==> config.mk <==
export PLATFORM = sky130hd
export DESIGN_NAME = onehot_decoder_pipe_flat
export DESIGN_NICKNAME = d
export VERILOG_FILES = /design/src/rtl/onehot_decoder_pipe_if.sv /design/src/rtl/onehot_decoder_pipe.sv /design/src/flat_wrapper.sv
export SDC_FILE = /design/constraint.sdc
export NUM_CORES = 1
export LEC_CHECK = 0
export CORE_AREA = 2 2 60 62
export CTS_BUF_LIST = sky130_fd_sc_hd__clkbuf_2
export DETAILED_ROUTE_END_ITERATION = 6
export DIE_AREA = 0 0 62 64
export GPL_ROUTABILITY_DRIVEN = 0
export PLACE_DENSITY = 0.8
export SETUP_SLACK_MARGIN = 0.05
export SLEW_MARGIN = 10
export SYNTH_ARGS = -nofsm -noshare
export SYNTH_HDL_FRONTEND = slang
export SYNTH_SLANG_ARGS = --single-unit
export TNS_END_PERCENT = 20
==> constraint.sdc <==
create_clock -name clk -period 1.8 [get_ports clk]
set_clock_uncertainty 0.2 [all_clocks]
set_input_delay 0.45 -clock clk [delete_from_list [all_inputs] [get_ports clk]]
set_output_delay 0.45 -clock clk [all_outputs]
set_load 0.05 [all_outputs]
==> src/rtl/onehot_decoder_pipe_if.sv <==
// rtl/onehot_decoder_pipe_if.sv - index-in / one-hot-out stream bundle for onehot_decoder_pipe
//
// Signals:
//   in_idx     upstream index to decode, meaningful while in_valid is high
//   in_valid   upstream beat present
//   in_ready   decoder can take a beat this cycle
//   out_onehot decoded grant vector
//   out_valid  out_onehot holds a beat
//   out_ready  downstream consumer takes the beat
// Modports:
//   master  the testbench/system side that drives indices and consumes grants
//   slave   the decoder side
interface onehot_decoder_pipe_if #(
  parameter int IN_W  = 3,
  parameter int OUT_W = 8
);
  logic [IN_W-1:0]  in_idx;
  logic             in_valid;
  logic             in_ready;
  logic [OUT_W-1:0] out_onehot;
  logic             out_valid;
  logic             out_ready;

  modport master (
    output in_idx,
    output in_valid,
    output out_ready,
    input  in_ready,
    input  out_onehot,
    input  out_valid
  );

  modport slave (
    input  in_idx,
    input  in_valid,
    input  out_ready,
    output in_ready,
    output out_onehot,
    output out_valid
  );
endinterface

==> src/rtl/onehot_decoder_pipe.sv <==
// rtl/onehot_decoder_pipe.sv - registered 3-to-8 one-hot decoder with two-entry skid buffer
//
// Ports:
//   clk         rising-edge clock
//   rst_n       asynchronous active-low reset
//   en          acceptance enable; buffered beats keep draining while low
//   clr_mask    synchronous clear of seen_mask and beat_count
//   bus         stream bundle (slave side): in_idx/in_valid/in_ready upstream,
//               out_onehot/out_valid/out_ready downstream
//   seen_mask   OR of every grant vector transferred since reset/clear
//   beat_count  number of output transfers, wraps modulo 256
module onehot_decoder_pipe #(
  parameter int IN_W  = 3,
  parameter int OUT_W = 8
) (
  input  logic                 clk,
  input  logic                 rst_n,
  input  logic                 en,
  input  logic                 clr_mask,
  onehot_decoder_pipe_if.slave bus,
  output logic [OUT_W-1:0]     seen_mask,
  output logic [7:0]           beat_count
);

  typedef enum logic [1:0] {
    EMPTY = 2'd0,
    ONE   = 2'd1,
    TWO   = 2'd2
  } state_t;

  state_t           state_q, state_d;
  logic [OUT_W-1:0] out_q, out_d;
  logic [OUT_W-1:0] skid_q, skid_d;
  logic             skid_vld;
  logic [OUT_W-1:0] decoded;
  logic             accept;
  logic             xfer;

  // Gating with rst_n keeps in_ready low throughout reset even though the
  // state register already reads EMPTY while reset is asserted.
  assign bus.in_ready   = en & rst_n & (state_q != TWO);
  assign bus.out_valid  = (state_q != EMPTY);
  assign bus.out_onehot = out_q;

  // The skid entry is occupied exactly when the FSM is in TWO.
  assign skid_vld = (state_q == TWO);

  assign decoded = OUT_W'(1) << bus.in_idx;
  assign accept  = bus.in_valid & bus.in_ready;
  assign xfer    = bus.out_valid & bus.out_ready;

  always_ff @(posedge clk or negedge rst_n) begin
    if (!rst_n) begin
      state_q <= EMPTY;
      out_q   <= '0;
      skid_q  <= '0;
    end else begin
      state_q <= state_d;
      out_q   <= out_d;
      skid_q  <= skid_d;
    end
  end

  always_comb begin
    state_d = state_q;
    out_d   = out_q;
    skid_d  = skid_q;
    case (state_q)
      EMPTY: begin
        if (accept) begin
          out_d   = decoded;
          state_d = ONE;
        end
      end
      ONE: begin
        if (accept && xfer) begin
          out_d = decoded;
        end else if (accept) begin
          // Output is stalled: park the new beat behind it.
          skid_d  = decoded;
          state_d = TWO;
        end else if (xfer) begin
          out_d   = '0;
          state_d = EMPTY;
        end
      end
      TWO: begin
        // in_ready is low here, so only the drain path exists.
        if (xfer && skid_vld) begin
          out_d   = skid_q;
          skid_d  = '0;
          state_d = ONE;
        end
      end
      default: begin
        out_d   = '0;
        skid_d  = '0;
        state_d = EMPTY;
      end
    endcase
  end

  // Clear takes effect before the OR, so a clear coinciding with a transfer
  // leaves only that transfer's vector and a count of one.
  always_ff @(posedge clk or negedge rst_n) begin
    if (!rst_n) begin
      seen_mask  <= '0;
      beat_count <= '0;
    end else if (clr_mask) begin
      seen_mask  <= xfer ? out_q : '0;
      beat_count <= xfer ? 8'd1 : 8'd0;
    end else if (xfer) begin
      seen_mask  <= seen_mask | out_q;
      beat_count <= beat_count + 8'd1;
    end
  end

endmodule

==> src/flat_wrapper.sv <==
// flat-port wrapper written by rule: the top's interface ports become plain ports
module onehot_decoder_pipe_flat 
#(
  parameter int IN_W  = 3,
  parameter int OUT_W = 8
)
  (clk, rst_n, en, clr_mask, seen_mask, beat_count, bus_in_idx, bus_in_valid, bus_out_ready, bus_in_ready, bus_out_onehot, bus_out_valid);
  onehot_decoder_pipe_if #(.IN_W(IN_W), .OUT_W(OUT_W)) bus_i ();
  input  logic clk;
  input  logic rst_n;
  input  logic en;
  input  logic clr_mask;
  output logic [OUT_W-1:0] seen_mask;
  output logic [7:0] beat_count;
  input wire logic [$bits(bus_i.in_idx)-1:0] bus_in_idx;
  input wire logic [$bits(bus_i.in_valid)-1:0] bus_in_valid;
  input wire logic [$bits(bus_i.out_ready)-1:0] bus_out_ready;
  output wire logic [$bits(bus_i.in_ready)-1:0] bus_in_ready;
  output wire logic [$bits(bus_i.out_onehot)-1:0] bus_out_onehot;
  output wire logic [$bits(bus_i.out_valid)-1:0] bus_out_valid;
  assign bus_i.in_idx = bus_in_idx;
  assign bus_i.in_valid = bus_in_valid;
  assign bus_i.out_ready = bus_out_ready;
  assign bus_in_ready = bus_i.in_ready;
  assign bus_out_onehot = bus_i.out_onehot;
  assign bus_out_valid = bus_i.out_valid;
  onehot_decoder_pipe #(.IN_W(IN_W), .OUT_W(OUT_W)) u_core (.clk(clk), .rst_n(rst_n), .en(en), .clr_mask(clr_mask), .bus(bus_i), .seen_mask(seen_mask), .beat_count(beat_count));
endmodule
==> flow_summary.rst, run 1 <==
.. list-table::
   :header-rows: 1

   * - Metric
     - Value
   * - Router iterations before antenna repair
     - 4
   * - Fillcell total
     - 172
   * - Hold Slack
     - 292.5 ps
   * - Switching part of the total power
     - 34.09%
   * - Average instance area after synthesis
     - 9.581 µm²
   * - Sequential share of the synthesized area
     - 49.89%
   * - Number of failing hold endpoints at the final stage
     - 0
   * - Routed len/inst
     - 16.37 µm
   * - DPL Wire Length
     - 3384 µm
   * - Total of flip-flops plus latches after synthesis
     - 34
   * - Max stage delay cell, worst path
     - dfrtp_2
   * - Clock net sink count
     - 34
   * - Effective utilization at floorplan
     - 51.92%
   * - Commonest non-fill, non-tap cell in the layout
     - nand2_1
   * - Static Leakage
     - 1.149 nW
   * - Footprint of the multi-input gates
     - 828.3 µm²
   * - Cells traversed along the worst timing path
     - or2_4 > buf_12
   * - Max clock buf depth
     - 2
   * - Final non-filler cell area
     - 2663 µm²
   * - Largest area contributor in the synthesized netlist
     - dfrtp_1
   * - Synth area leaders
     - dfrtp_1, nand2_1, o21ai_0
   * - Total wire length
     - 4714 µm
   * - Tightest Pin Transition
     - 412.6 ps
   * - Number of enable-type register cells in the synthesized netlist
     - 0
   * - Dominant register cell in the synthesized netlist
     - dfrtp_1
   * - Post-route DRC
     - 0
   * - Final cycle utilization of the critical path
     - 106.0%
   * - CP max stage delay
     - 470 ps
   * - Number of rows in the core area
     - 21
   * - Master cell of the clock root buffer
     - clkbuf_2
   * - GRT overflow
     - 0
   * - Number of unique standard cell types used by synthesis
     - 35
   * - Highest-count cells in the layout ignoring fill and taps
     - nand2_1, dfrtp_1, buf_12
   * - Cell internal pwr
     - 0.001171 W
   * - Psw
     - 0.0006058 W
   * - Proportion of power drawn by flip-flops and latches
     - 48.6%
   * - Layout-stage area growth over the synthesis result
     - 56.13%
   * - Setup slack at placement
     - -440.6 ps
   * - Slew margin rel.
     - 72.49%
   * - Final max-slew violation count
     - 0
   * - Antenna cells
     - 0
   * - RSZ-0062 raised after global routing
     - yes
   * - PwrDens
     - 667.3 nW/µm²
   * - Req. time, crit path
     - 1150 ps
   * - Fmax
     - 524.1 MHz
   * - Status
     - finished, violations left
   * - Total of max-cap violations
     - 0
   * - Sequential cell area in the final layout
     - 855.8 µm²
   * - Level count of the clock H-tree
     - 2
   * - Clock network fraction of design power
     - 19.3%
   * - First-pass GRT wire length
     - 7493 µm
   * - Total core area
     - 3284 µm²
   * - Minimum setup slack in the final design
     - -108.2 ps
   * - Vias per std cell
     - 5.653
   * - Kind of end point of the critical path
     - output port
   * - Antenna violations before repair
     - 0
   * - End-of-flow core utilization
     - 81.07%
   * - Cts bufs inserted
     - 5
   * - Routed Antenna Nets
     - 0
   * - Critical path fanouts, max
     - 4
   * - Clock latency of the later-clocked register in the worst-skew pair
     - 370 ps
   * - Area after DPL
     - 2480 µm²
   * - Y dimension of the die
     - 64 µm
   * - Combinational share of power
     - 32.1%
   * - Number of nets in the finished design
     - 251
   * - Worst supply voltage drop on vdd
     - 0.0003601 V
   * - Data arrival time of the critical path
     - 1260 ps
   * - Via count of the first global-routing pass
     - 1,672
   * - Proportion of synthesized flip-flops having asynchronous set or reset
     - 100.0%
   * - Via count of the routed design
     - 1,628
   * - Violated checks
     - setup timing
   * - Type of the worst setup path
     - flip-flop to output port
   * - Final setup violating endpoints
     - 2
   * - Chip width
     - 62 µm
   * - Critical Path Source Type
     - flip-flop
   * - Summed negative setup slack over all endpoints
     - -182.0 ps
   * - PortBufs
     - 34
   * - Post-Syn Nets
     - 188
   * - Largest net degree at the start of global routing
     - 34
   * - Die footprint
     - 3968 µm²
   * - Top-Level Pins
     - 35
   * - GRT Overall Usage
     - 25.39%
   * - Clock transition at the registers of the reported paths
     - 180 ps
   * - Share of the synthesized area in the top cell type
     - 49.89%
   * - Iteration-0 DRC count of the detailed router
     - 117
   * - Crit path time final
     - 1908 ps
   * - Number of warning messages in the yosys log
     - 0
   * - Layout cell share with drive strength beyond 1
     - 34.71%
   * - Cell area after synthesis
     - 1705 µm²
   * - Kind of path behind the tightest hold check
     - input pin to flip-flop
   * - TritonCTS clock tree
     - yes
   * - Gate count of the mapped netlist
     - 178
-- cells by family after synthesis --
group,Yosys count,share of synthesized area [%]
adders and majority gates,1,0.7336
buffers and inverters,16,5.503
xor gates and xnor gates,7,3.595
and+or+nand+nor,70,20.10
AOI/OAI and AO/OA,50,20.18
DFF,34,49.89
-- final cells by class --
class                           instances  area share [%]
Clock inverter                          2          0.3289
Tap cell                               46           2.162
Clock buffer                            6           1.128
Timing Repair Buffer                   64           32.00
Sequential cell                        34           32.14
Inverter                                8           1.128
Multi-Input combinational cell        128           31.11
-- Yosys cell counts, types with 4 or more instances --
master	n
dfrtp_1	34
a22oi_1	8
a21oi_1	5
nor2_1	11
xnor2_1	4
nor2b_1	5
inv_1	8
a2bb2oi_1	8
nand2_1	34
o31ai_1	6
o21ai_0	16
-- critical path, delay by kind of cell, from the launching register on --
family,cells,cell delay [ps]
buffers and inverters,1,150
flip-flops,1,470
AND/OR/NAND/NOR,1,270
-- power by group through the flow --
stage	Sequential [W]	Clock (W)	Combinational [W]
4_1_cts	0.000862	0.000351	0.000535
2_1_floorplan	0.000951	0	0.000175
5_1_grt	0.000871	0.000398	0.000601
6_report	0.000864	0.000343	0.000570
3_5_place_dp	0.000880	0	0.000518
3_3_place_gp	0.000877	0	0.000498
-- path summary, 6_finish.rpt --
check / startpoint / endpoint / slack, ps / cells after the start
max in group asynchronous: rst_n / u_core.state_q[1] / 680 / 3
worst min-delay path: bus_out_ready / u_core.state_q[1] / 290 / 4
worst max-delay path: u_core.state_q[1] / bus_out_valid / -110 / 2
min in group asynchronous: rst_n / u_core.skid_q[5] / 300 / 3
worst min register to register: u_core.skid_q[2] / u_core.skid_q[2] / 310 / 2
worst max register to register: u_core.state_q[1] / u_core.bus.out_onehot[3] / 10 / 6
-- layer usage --
layer  wire length (µm)  part of all wire (%)  up-vias  global-route usage (%)
met3                253                   5.4       15                   4.858
met2               2497                    53       71                   40.89
met5                  0                     0        -                       0
met1               1824                    39      789                   32.14
met4                139                   2.9        0                   11.44
li1                   -                     -      753                       -
-- stage by stage --
| stage | cells | total power [W] |
|---|---|---|
| floorplan | 178 | 0.001126 |
| global placement | 270 | 0.001375 |
| detailed placement | 270 | 0.001398 |
| CTS | 283 | 0.001748 |
| global route | 288 | 0.001870 |
| finish | 288 | 0.001777 |
-- registers in the layout, indices dropped and copies added (netlist names) --
| name | cells |
|---|---|
| u_core.beat_count | 8 |
| u_core.skid_q | 8 |
| u_core.bus.out_onehot | 8 |
| u_core.seen_mask | 8 |
| u_core.state_q | 2 |
-- timing repair --
item | CTS | global route
hold buffers | 1 | 0
endpoints found under the setup margin | 12 | 21
endpoints found under the hold margin | 1 | 0
pin swaps | 1 | 6
setup buffers | 4 | 5
gates resized for setup | 6 | 23
Note: power is estimated with default switching activity, not from simulation.
==> run 2, diff against run 1 <==
--- a/config.mk
+++ b/config.mk
@@ -10,6 +10,7 @@
 export DETAILED_ROUTE_END_ITERATION = 6
 export DIE_AREA = 0 0 62 64
 export GPL_ROUTABILITY_DRIVEN = 0
+export GPL_TIMING_DRIVEN = 0
 export PLACE_DENSITY = 0.8
 export SETUP_SLACK_MARGIN = 0.05
 export SLEW_MARGIN = 10
==> run 2 against run 1 <==
Compared with the run above:
- the run ends with hold timing, setup timing left
- clock power rose by 3%
- critical path depth rose by 2
- via count fell by 12%
- largest power group unchanged
- power fell by 6.9%
- highest routed layer unchanged
==> flow_summary.rst, run 2 (synthesis gave the netlist of run 1 again) <==
.. list-table::
   :header-rows: 1

   * - Metric
     - Value
   * - Cts bufs inserted
     - 5
   * - First-pass GRT wire length
     - 6230 µm
   * - Type of the worst setup path
     - flip-flop to output port
   * - Critical Path Source Type
     - flip-flop
   * - Layout-stage area growth over the synthesis result
     - 29.49%
   * - DPL Wire Length
     - 2686 µm
   * - Max clock buf depth
     - 2
   * - Hold Slack
     - -205.3 ps
   * - Highest-count cells in the layout ignoring fill and taps
     - nand2_1, dfrtp_1, buf_4
   * - Y dimension of the die
     - 64 µm
   * - Level count of the clock H-tree
     - 2
   * - Iteration-0 DRC count of the detailed router
     - 60
   * - Post-route DRC
     - 0
   * - Vias per std cell
     - 5.306
   * - Total of max-cap violations
     - 0
   * - Router iterations before antenna repair
     - 4
   * - Via count of the routed design
     - 1,438
   * - Clock transition at the registers of the reported paths
     - 180 ps
   * - Layout cell share with drive strength beyond 1
     - 28.00%
   * - Number of nets in the finished design
     - 234
   * - Antenna violations before repair
     - 0
   * - Startpoint of the worst-slack reg-to-reg timing path
     - u_core.state_q[1]
   * - Kind of path behind the tightest hold check
     - input pin to async pin
   * - Clock net sink count
     - 34
   * - Count of placed standard cells including taps
     - 258
   * - Cell depth of the worst flop-to-flop path
     - 6
   * - Slew margin rel.
     - 69.21%
   * - Static Leakage
     - 0.9976 nW
   * - Endpoint of the most critical register-to-register path
     - u_core.bus.out_onehot[1]
   * - Setup slack of the worst register-to-register path
     - 80 ps
   * - Via count of the first global-routing pass
     - 1,452
   * - Largest net degree at the start of global routing
     - 40
   * - Fmax
     - 483.4 MHz
   * - TritonCTS clock tree
     - yes
   * - Data arrival time of the critical path
     - 1420 ps
   * - Crit path time final
     - 2069 ps
   * - PortBufs
     - 34
   * - Violated checks
     - hold timing, setup timing
   * - GRT overflow
     - 0
   * - Layout Cells excl Fill
     - 271
   * - Tightest Pin Transition
     - 461.8 ps
   * - Worst supply voltage drop on vdd
     - 0.0003866 V
   * - Total wire length
     - 3788 µm
   * - Die footprint
     - 3968 µm²
   * - Critical path fanouts, max
     - 3
   * - Final max-slew violation count
     - 0
   * - Antenna cells
     - 0
   * - Final setup violating endpoints
     - 2
   * - RSZ-0062 raised after global routing
     - yes
   * - Total core area
     - 3284 µm²
   * - Number of failing hold endpoints at the final stage
     - 34
   * - Routed Antenna Nets
     - 0
   * - Req. time, crit path
     - 1150 ps
   * - Minimum setup slack in the final design
     - -268.7 ps
   * - Top-Level Pins
     - 35
   * - PwrDens
     - 748.7 nW/µm²
   * - Final cycle utilization of the critical path
     - 114.9%
   * - Effective utilization at floorplan
     - 51.92%
   * - Summed negative setup slack over all endpoints
     - -519.4 ps
   * - Final non-filler cell area
     - 2208 µm²
   * - Clock latency of the later-clocked register in the worst-skew pair
     - 380 ps
   * - Number of rows in the core area
     - 21
   * - Kind of end point of the critical path
     - output port
   * - Chip width
     - 62 µm
   * - GRT Overall Usage
     - 20.83%
   * - Routed len/inst
     - 13.98 µm
   * - Area after DPL
     - 2116 µm²
   * - Setup slack at placement
     - -1106 ps
   * - Status
     - finished, violations left
   * - Master cell of the clock root buffer
     - clkbuf_2
==> run 2: cell count changes in the layout (fill, tap and decap cells not counted), moves of 3 or more <==
cell      change
buf_6         +7
dfrtp_1       +3
buf_4        -12
dfrtp_2       -3
buf_2         +8
buf_12       -27
clkbuf_4      +6
==> run 2: metal layers <==
layer	track usage [%]	vias up	wire length [µm]
met1	24.54	689	1639
met4	7.181	0	31
met5	0	-	0
li1	-	714	-
met2	35.81	31	1928
met3	4.858	4	188
==> run 2: power breakdown <==
group | internal (W) | leakage [nW] | switching, W | total [W]
sequential | 0.000807 | 0.468 | 0.0000379 | 0.000845
clock | 0.0000885 | 0.0264 | 0.000267 | 0.000355
combinational | 0.000170 | 0.503 | 0.000283 | 0.000453
total | 0.00107 | 0.998 | 0.000588 | 0.00165
==> run 2: metrics by stage <==
step | hold WS [ps] | total power, W | util, %
floorplan | -45.59 | 0.001126 | -
global placement | 270.0 | 0.001263 | 64.57
detailed placement | 273.0 | 0.001276 | 64.42
CTS | -197.4 | 0.001631 | 64.69
global route | -204.1 | 0.001733 | 67.24
finish | -205.3 | 0.001653 | 67.24
==> run 2: area by class of cell <==
cell class / count / area, µm²
well taps: 46 / 57.56
inverters: 8 / 30.03
repair buffers: 40 / 326.6
fillers: 278 / 1076
clock inverters: 3 / 16.27
multi-input cells: 128 / 815.8
flip-flops and latches: 34 / 852.1
plain buffers: 7 / 85.08
clock buffers: 5 / 25.02
==> run 2: critical path: stages, from the launching register on <==
cell	delay, ps
dfrtp_1	440
buf_6	120
buf_6	110
or2_4	220
buf_8	150
==> run 2: timing repair <==
action                                  4_1_cts  5_1_grt
endpoints found under the setup margin       42       33
buffers inserted                              5        1
gates resized for setup                     147       38
pin swaps                                     1        4
hold endpoints to repair                     34       34
==> run 2: how the worst max path moves through the flow <==
| stage | depth (start not counted) | startpoint | to | slack, ps |
|---|---|---|---|---|
| floorplan | 4 | u_core.state_q[0] | bus_in_ready | 40 |
| global placement | 4 | rst_n | bus_in_ready | -2100 |
| detailed placement | 4 | rst_n | bus_in_ready | -1110 |
| CTS | 4 | u_core.state_q[1] | bus_out_valid | -290 |
| global route | 4 | u_core.state_q[1] | bus_out_valid | -330 |
| finish | 4 | u_core.state_q[1] | bus_out_valid | -270 |
==> run 3, diff against run 2 <==
--- a/config.mk
+++ b/config.mk
@@ -5,13 +5,14 @@
 export SDC_FILE = /design/constraint.sdc
 export NUM_CORES = 1
 export LEC_CHECK = 0
-export CORE_AREA = 2 2 60 62
+export ABC_AREA = 0
+export CORE_AREA = 2 2 62 64
 export CTS_BUF_LIST = sky130_fd_sc_hd__clkbuf_2
 export DETAILED_ROUTE_END_ITERATION = 6
-export DIE_AREA = 0 0 62 64
+export DIE_AREA = 0 0 64 66
 export GPL_ROUTABILITY_DRIVEN = 0
 export GPL_TIMING_DRIVEN = 0
-export PLACE_DENSITY = 0.8
+export PLACE_DENSITY = 0.79
 export SETUP_SLACK_MARGIN = 0.05
 export SLEW_MARGIN = 10
 export SYNTH_ARGS = -nofsm -noshare
==> run 3 against run 2 <==
Compared with the run above:
- the flow still finishes with violations (hold timing, setup timing)
- hold slack worse by 16 ps
- maximum frequency is 1.2% lower
- final cell count is 0.74% higher
- routed wire length is 3.4% lower
- non-clock buffer count stayed put
- via count is 0.28% lower
- sequential power hardly changed
- cell area is 2.7% higher
- sequential cell count stayed put
- critical endpoint unchanged
- largest cell class unchanged
==> flow_summary.rst, run 3 (synthesis gave the netlist of run 1 again) <==
.. list-table::
   :header-rows: 1

   * - Metric
     - Value
   * - Status
     - finished, violations left
   * - Violated checks
     - hold timing, setup timing
   * - Number of nets in the finished design
     - 234
   * - Minimum setup slack in the final design
     - -292.9 ps
   * - Critical path fanouts, max
     - 4
   * - Critical Path Source Type
     - flip-flop
   * - Level count of the clock H-tree
     - 2
   * - Number of failing hold endpoints at the final stage
     - 34
   * - Summed negative setup slack over all endpoints
     - -549.4 ps
   * - Data arrival time of the critical path
     - 1440 ps
   * - Master cell of the clock root buffer
     - clkbuf_2
   * - Crit path time final
     - 2093 ps
   * - Routed len/inst
     - 13.41 µm
   * - Number of rows in the core area
     - 22
   * - Hold Slack
     - -221.0 ps
   * - Antenna cells
     - 0
   * - PortBufs
     - 34
   * - RSZ-0062 raised after global routing
     - yes
   * - Switching part of the total power
     - 30.48%
   * - Via count of the first global-routing pass
     - 1,329
   * - First-pass GRT wire length
     - 6099 µm
   * - Final non-filler cell area
     - 2267 µm²
   * - End-of-flow core utilization
     - 63.85%
   * - Y dimension of the die
     - 66 µm
   * - Setup slack at placement
     - -1116 ps
   * - Chip width
     - 64 µm
   * - Total of max-cap violations
     - 0
   * - Final setup violating endpoints
     - 2
   * - Sequential cell area in the final layout
     - 852.1 µm²
   * - Clock net sink count
     - 34
   * - Antenna violations before repair
     - 0
   * - GRT Overall Usage
     - 18.69%
   * - Clock network fraction of design power
     - 33.5%
   * - GRT overflow
     - 0
   * - Total core area
     - 3551 µm²
   * - Layout cell share with drive strength beyond 1
     - 27.11%
   * - Met3 routing resource usage after global routing
     - 4.940%
   * - Tightest Pin Transition
     - 462.1 ps
   * - Effective utilization at floorplan
     - 48.03%
   * - Fmax
     - 477.8 MHz
   * - Routed Antenna Nets
     - 0
   * - Fillcell total
     - 283
   * - Layout-stage area growth over the synthesis result
     - 32.94%
   * - Highest-count cells in the layout ignoring fill and taps
     - nand2_1, dfrtp_1, buf_4
   * - Iteration-0 DRC count of the detailed router
     - 92
   * - Global Route met1 Usage
     - 23.57%
   * - Clock latency of the later-clocked register in the worst-skew pair
     - 380 ps
   * - Slew margin rel.
     - 69.19%
   * - Worst supply voltage drop on vdd
     - 0.0005035 V
   * - Total wire length
     - 3660 µm
   * - Router iterations before antenna repair
     - 4
   * - Global routing usage on met2
     - 30.21%
   * - Combinational share of power
     - 23.4%
   * - TritonCTS clock tree
     - yes
   * - Area after DPL
     - 2118 µm²
   * - Footprint of the multi-input gates
     - 805.8 µm²
   * - Proportion of power drawn by flip-flops and latches
     - 43.1%
   * - Clock transition at the registers of the reported paths
     - 180 ps
   * - Top-Level Pins
     - 35
   * - Final max-slew violation count
     - 0
   * - Die footprint
     - 4224 µm²
   * - DPL Wire Length
     - 2390 µm
   * - Static Leakage
     - 1.022 nW
   * - Post-route DRC
     - 0
   * - Cell internal pwr
     - 0.001359 W
   * - Via count of the routed design
     - 1,434
   * - Kind of end point of the critical path
     - output port
   * - Largest net degree at the start of global routing
     - 40
   * - Final cycle utilization of the critical path
     - 116.3%
   * - PwrDens
     - 861.9 nW/µm²
   * - Req. time, crit path
     - 1150 ps
   * - GR peak layer
     - met2
   * - Type of the worst setup path
     - flip-flop to output port
   * - Max clock buf depth
     - 2
   * - Kind of path behind the tightest hold check
     - input pin to async pin
   * - Commonest non-fill, non-tap cell in the layout
     - nand2_1
   * - Cts bufs inserted
     - 5
   * - Vias per std cell
     - 5.253
   * - Psw
     - 0.0005956 W
==> run 3: metrics by stage <==
| stage | std cells | power, W |
|---|---|---|
| global route | 273 | 0.002041 |
| CTS | 273 | 0.001932 |
| global placement | 260 | 0.001266 |
| detailed placement | 260 | 0.001272 |
| floorplan | 178 | 0.001126 |
| finish | 273 | 0.001954 |
==> run 3: worst max-delay path: stages, from the launching register on <==
cell     delay (ps)
dfrtp_1         440
buf_6           130
buf_6           110
or2_4           240
buf_8           150
==> run 3: cell type report <==
| type | count | share of cell area, % |
|---|---|---|
| buffer | 8 | 4.084 |
| clock buffer | 5 | 1.104 |
| clock inverter | 3 | 3.035 |
| inverter | 8 | 1.325 |
| multi-input combinational | 128 | 35.54 |
| sequential | 34 | 37.58 |
| tap | 48 | 2.649 |
| timing repair buffer | 39 | 14.68 |
==> run 3: path summary, 6_finish.rpt <==
kind	from	cells past startpoint	slack [ps]	end
max	u_core.state_q[1]	4	-290	bus_out_valid
min	rst_n	1	-220	u_core.seen_mask[0]
max reg2reg	u_core.state_q[1]	6	80	u_core.bus.out_onehot[0]
min reg2reg	u_core.skid_q[5]	2	310	u_core.skid_q[5]
max in group asynchronous	rst_n	1	1270	u_core.beat_count[2]
min in group clk	u_core.skid_q[5]	2	310	u_core.skid_q[5]
==> run 3: metal layers <==
| layer | up-vias | share of wire [%] | wire, µm |
|---|---|---|---|
| li1 | 721 | - | - |
| met1 | 669 | 48 | 1741 |
| met2 | 38 | 46 | 1681 |
| met3 | 6 | 4.7 | 173 |
| met4 | 0 | 1.7 | 64 |
| met5 | - | 0 | 0 |
==> run 3: power groups by stage <==
stage	clock network [W]	registers, W	logic [W]
2_1_floorplan	0	0.000951	0.000175
3_3_place_gp	0	0.000852	0.000414
3_5_place_dp	0	0.000853	0.000419
4_1_cts	0.000661	0.000840	0.000431
5_1_grt	0.000704	0.000848	0.000490
6_report	0.000654	0.000842	0.000458
==> run 3: repair_timing <==
action,4_1_cts,5_1_grt
hold endpoints to repair,34,34
gates cloned,0,0
gates resized for setup,139,52
endpoints found under the setup margin,43,31
setup buffers,5,0
pin swaps,1,6
